$ cat src/rtl/rv_wb_scoreboard.sv
// Write-back merge (ALU > LSU > MDU) onto the single register-file write port,
// plus a busy scoreboard for long-latency destinations that drives the issue stall.
module rv_wb_scoreboard #(
    parameter  int XLEN       = 32,
    parameter  int GPR_ADDR_W = 5,
    localparam int NUM_REGS   = 2**GPR_ADDR_W
) (
    input  logic                  clk_i,
    input  logic                  arstn_i,
    input  logic                  iss_valid_i,
    input  logic                  iss_long_i,
    input  logic [GPR_ADDR_W-1:0] iss_rd_i,
    input  logic [GPR_ADDR_W-1:0] iss_rs1_i,
    input  logic [GPR_ADDR_W-1:0] iss_rs2_i,
    output logic                  stall_o,
    input  logic                  alu_valid_i,
    input  logic [GPR_ADDR_W-1:0] alu_rd_i,
    input  logic [XLEN-1:0]       alu_data_i,
    input  logic                  lsu_valid_i,
    output logic                  lsu_ready_o,
    input  logic [GPR_ADDR_W-1:0] lsu_rd_i,
    input  logic [XLEN-1:0]       lsu_data_i,
    input  logic                  mdu_valid_i,
    output logic                  mdu_ready_o,
    input  logic [GPR_ADDR_W-1:0] mdu_rd_i,
    input  logic [XLEN-1:0]       mdu_data_i,
    output logic                  gpr_wr_en_o,
    output logic [GPR_ADDR_W-1:0] gpr_wr_addr_o,
    output logic [XLEN-1:0]       gpr_wr_data_o,
    output logic [NUM_REGS-1:0]   busy_o
);

    logic                  w_lsu_acc;
    logic                  w_mdu_acc;
    logic                  w_acc;
    logic                  w_acc_long;
    logic [GPR_ADDR_W-1:0] w_acc_rd;
    logic [XLEN-1:0]       w_acc_data;
    logic                  w_stall;
    logic                  w_issue_set;
    logic                  w_commit_clr;
    logic [NUM_REGS-1:0]   w_busy_next;

    logic                  r_wr_en;
    logic [GPR_ADDR_W-1:0] r_wr_addr;
    logic [XLEN-1:0]       r_wr_data;
    logic                  r_wb_long;
    logic [NUM_REGS-1:0]   r_busy;

    // The ALU cannot be back-pressured, so it always wins; LSU beats MDU.
    assign lsu_ready_o = !alu_valid_i;
    assign mdu_ready_o = !alu_valid_i && !lsu_valid_i;
    assign w_lsu_acc   = lsu_valid_i && lsu_ready_o;
    assign w_mdu_acc   = mdu_valid_i && mdu_ready_o;
    assign w_acc       = alu_valid_i || w_lsu_acc || w_mdu_acc;

    always_comb begin
        w_acc_rd   = mdu_rd_i;
        w_acc_data = mdu_data_i;
        w_acc_long = 1'b1;
        if (alu_valid_i) begin
            w_acc_rd   = alu_rd_i;
            w_acc_data = alu_data_i;
            w_acc_long = 1'b0;
        end else if (w_lsu_acc) begin
            w_acc_rd   = lsu_rd_i;
            w_acc_data = lsu_data_i;
            w_acc_long = 1'b1;
        end
    end

    // Stall looks only at registered busy: a result still in the write stage is not bypassed.
    assign w_stall      = iss_valid_i &&
                          (r_busy[iss_rs1_i] || r_busy[iss_rs2_i] || r_busy[iss_rd_i]);
    assign w_issue_set  = iss_valid_i && iss_long_i && !w_stall && (iss_rd_i != '0);
    assign w_commit_clr = r_wr_en && r_wb_long && r_busy[r_wr_addr];

    genvar gi;
    generate
        for (gi = 0; gi < NUM_REGS; gi++) begin : g_busy
            if (gi == 0) begin : g_x0
                assign w_busy_next[gi] = 1'b0;
            end else begin : g_xn
                // Set is ORed after the clear so a same-edge set wins.
                assign w_busy_next[gi] =
                    (w_issue_set && (iss_rd_i == GPR_ADDR_W'(gi))) ||
                    (r_busy[gi] && !(w_commit_clr && (r_wr_addr == GPR_ADDR_W'(gi))));
            end
        end
    endgenerate

    always_ff @(posedge clk_i or negedge arstn_i) begin
        if (!arstn_i) begin
            r_wr_en   <= 1'b0;
            r_wr_addr <= '0;
            r_wr_data <= '0;
            r_wb_long <= 1'b0;
            r_busy    <= '0;
        end else begin
            r_wr_en <= w_acc && (w_acc_rd != '0);
            if (w_acc) begin
                r_wr_addr <= w_acc_rd;
                r_wr_data <= w_acc_data;
                r_wb_long <= w_acc_long;
            end
            r_busy <= w_busy_next;
        end
    end

    assign stall_o       = w_stall;
    assign gpr_wr_en_o   = r_wr_en;
    assign gpr_wr_addr_o = r_wr_addr;
    assign gpr_wr_data_o = r_wr_data;
    assign busy_o        = r_busy;

endmodule

$ cat config.mk
export PLATFORM = sky130hd
export DESIGN_NAME = rv_wb_scoreboard
export DESIGN_NICKNAME = d
export VERILOG_FILES = /design/src/rtl/rv_wb_scoreboard.sv
export SDC_FILE = /design/constraint.sdc
export NUM_CORES = 1
export LEC_CHECK = 0
export ABC_AREA = 1
export BUFFER_PORTS_ARGS = -buffer_cell sky130_fd_sc_hd__buf_2
export CAP_MARGIN = 20
export CORE_MARGIN = 3
export CORE_UTILIZATION = 37
export CTS_CLUSTER_SIZE = 28
export DETAILED_ROUTE_END_ITERATION = 16
export PLACE_DENSITY = 0.74
export RECOVER_POWER = 50
export SYNTH_ARGS = -nofsm -noshare
export SYNTH_HDL_FRONTEND = slang
export SYNTH_SLANG_ARGS = --single-unit
$ cat constraint.sdc
create_clock -name clk_i -period 2.6 [get_ports clk_i]
set_input_delay 0.13 -clock clk_i [delete_from_list [all_inputs] [get_ports clk_i]]
set_output_delay 0.13 -clock clk_i [all_outputs]
set_load 0.02 [all_outputs]
==> run_results.csv <==
group,metric,value,unit
status,run_status,"complete, but fails checks",
status,violations,"max-capacitance violations, max-slew violations",
global_routing,grt_pass1_vias,5918,
timing,rsz0062_at_grt,"false",
global_routing,grt.busiest_layer,"met2",
cts,cts_buffers,9,
cts,root_buffer,"clkbuf_16",
cts,clockBufferDepth,2,
power_and_ir_drop,ir_drop,0.000244,V
timing,fin_crit_sh,81.9,%
die,core,13500,um2
cts,clk_pin_slew,0.06,ns
global_routing,antenna_found_initial,0,
critical_path,criticalPathCategory,"register to output port",
finish,num-fill-cells,1433,
global_routing,grt_overflow,0,
die,die_area,15500,um2
yosys,ys_types,29,
critical_path,cp-end-kind,"output port",
route,antenna_left,0,
cts,cts_num_sinks,70,
die,initial_core_util,38.5,%
yosys,syn-cell-area,5180,um2
yosys,avgSynthCellArea,6.30,um2
timing,hold_viol_final,0,
route,wirelength,19400,um
global_routing,grtUsageTotal,24.0,%
route,drt-vias-per-instance,5.34,
worst_hold_path,hold_class,"input port to register",
yosys,synth_nets,955,
finish,layout-drive-gt1-share,22.6,%
route,drt_first_pass_iters,5,
critical_path,cp-start-kind,"register",
timing,setup_viol,0,
finish,diodes,0,
cts,cts_tree,"done",
yosys,synth_seq_cells,70,
cts,cts_resized,0,
route,remaining_drc_errors,0,
placed_design,place_ws,0.529,ns
die,die_w,124,um
global_routing,grt_use_met2,39.1,%
finish,fin_nets,1138,
timing,finClkSkew,0.00610,ns
power_and_ir_drop,static-leakage-power,3.31,nW
critical_path,required,2.47,ns
global_routing,grt_start_max_net_pins,71,
placed_design,place_hpwl,14100,um
timing,max-slew-margin-rel,-20.8,%
job,drv_cap,1,
global_routing,grt_use_met3,3.86,%
placed_design,place_congestion,0.937,
timing,whs,0.0404,ns
yosys,yosysSeqAreaShare,33.8,%
finish,area_delta_synth_final,25.5,%
cts,clk_latency,0.33,ns
yosys,syn_inst,822,
critical_path,arrival,2.00,ns
placed_design,portBuffers,204,
global_routing,grtUsageMet1,31.8,%
route,initialDrtViolationCount,534,
die,io_pins,206,
cts,htreeDepth,3,
die,die_height,124,um
route,wl_per_cell,16.4,um
critical_path,reg2reg_slack,0.47,ns
timing,worst_slew_pin_slew,1.81,ns
global_routing,grt_pass1_wl,30700,um
timing,min_period,2.13,ns
timing,fin_ws,0.471,ns
route,vias,6331,
timing,slew_violations,71,
timing,fmax,470,MHz
power_and_ir_drop,power_density,763,nW/um2
die,rows,42,
timing,tns,0,ns
critical_path,cp_max_fo,4,
yosys,yosysWarnings,0,
-- final timing paths --
path	from	to	depth (start not counted)
min in group asynchronous	arstn_i	gpr_wr_data_o[16]$_DFFE_PN0P_	3
min	alu_data_i[20]	gpr_wr_data_o[20]$_DFFE_PN0P_	3
max reg2reg	gpr_wr_addr_o[0]$_DFFE_PN0P_	busy_o[9]$_DFF_PN0_	12
max	busy_o[19]$_DFF_PN0_	stall_o	11
max in group asynchronous	arstn_i	busy_o[27]$_DFF_PN0_	3
min reg2reg	gpr_wr_data_o[4]$_DFFE_PN0P_	gpr_wr_data_o[4]$_DFFE_PN0P_	2
-- flip-flops by register name, summed over array words and instances, names as in the netlist --
signal         count
gpr_wr_en_o        1
gpr_wr_data_o     32
gpr_wr_addr_o      5
busy_o            31
r_wb_long          1
-- critical path, cell delays in order (launching register included) --
cell and delay (ns):
dfrtp_1 0.43, inv_1 0.22, nor2_1 0.08, a21oi_1 0.12
nand2_1 0.06, a21oi_1 0.15, nand2_1 0.08, nand2_1 0.08
nand2_2 0.08, o21ai_0 0.16, inv_1 0.05, buf_2 0.15
-- metal layers --
metal | vias up | part of all wire, %
li1 | 3032 | -
met1 | 2903 | 39
met2 | 343 | 48
met3 | 53 | 9.6
met4 | 0 | 3.5
met5 | - | 0
-- cell usage after synthesis --
cell	number	area share (%)
a21oi_1	18	1.7
a22oi_1	1	0.14
a22oi_2	1	0.24
a31oi_1	32	3.9
buf_1	2	0.14
buf_2	9	0.87
buf_4	2	0.29
buf_6	15	3.3
clkbuf_1	18	1.3
clkinv_1	2	0.14
conb_1	1	0.072
dfrtp_1	70	34
inv_1	57	4.1
inv_2	7	0.51
nand2_1	291	21
nand2_2	6	0.72
nand2_4	2	0.43
nand3_1	115	11
nand3_2	2	0.39
nand4_1	2	0.24
nor2_1	90	6.5
nor2_2	8	0.97
nor2_4	3	0.65
nor3_1	16	1.5
o211ai_1	12	1.7
o21ai_0	27	2.6
o21ai_1	9	0.87
o22ai_1	3	0.36
o22ai_2	1	0.24
-- repair_timing --
| item | in CTS | in global routing |
|---|---|---|
| endpoints found under the hold margin | 70 | 0 |
| setup buffers | 0 | 0 |
| hold buffers | 1 | 0 |
| setup endpoints to repair | 0 | 0 |
-- stage by stage --
stage          util [%]  total power, mW  cells  area [um2]
3_5_place_dp       46.3             3.62   1169        6230
6_report           48.3             4.96   1186        6500
5_1_grt            48.3             5.21   1186        6500
2_1_floorplan         -             2.80    822        5180
4_1_cts            48.8             4.96   1186        6560
3_3_place_gp       46.3             3.61   1169        6230
-- layout by cell type (no fill, tap or decap), types with 7 or more instances in the layout --
master / Yosys / layout
o211ai_1: 12 / 12
inv_2: 7 / 7
dfrtp_1: 70 / 70
o21ai_0: 27 / 27
nor2_2: 8 / 10
clkbuf_1: 18 / 37
buf_4: 2 / 12
nor2_1: 90 / 88
clkbuf_16: 0 / 9
a21oi_1: 18 / 18
nand3_1: 115 / 115
a31oi_1: 32 / 32
inv_1: 57 / 57
nor3_1: 16 / 16
nand2_1: 291 / 291
buf_2: 9 / 169
o21ai_1: 9 / 9
-- cell families (layout without fill, tap and decap cells) --
logic type | count (synthesis) | in the layout | synth area share (%)
AOI/OAI and AO/OA | 104 | 104 | 11.8
other | 1 | 1 | 0.0724
buffers and inverters | 112 | 300 | 10.6
DFF | 70 | 70 | 33.8
and+or+nand+nor | 535 | 535 | 43.7
-- power breakdown --
group	switching [mW]	internal (mW)	total [mW]	leakage (nW)
combinational	1.24	0.598	1.84	2.38
clock	0.475	0.842	1.32	0.146
sequential	0.466	1.34	1.80	0.783
total	2.18	2.78	4.96	3.31
-- cell type report --
class	instances	area, um2	area share [%]
multi-input cells	640	2880	44.3
well taps	176	220	3.39
flip-flops and latches	70	1750	26.9
inverters	66	248	3.81
clock inverters	5	83.8	1.29
repair buffers	218	1080	16.6
clock buffers	11	233	3.58
Note: power is estimated with default switching activity, not from simulation.
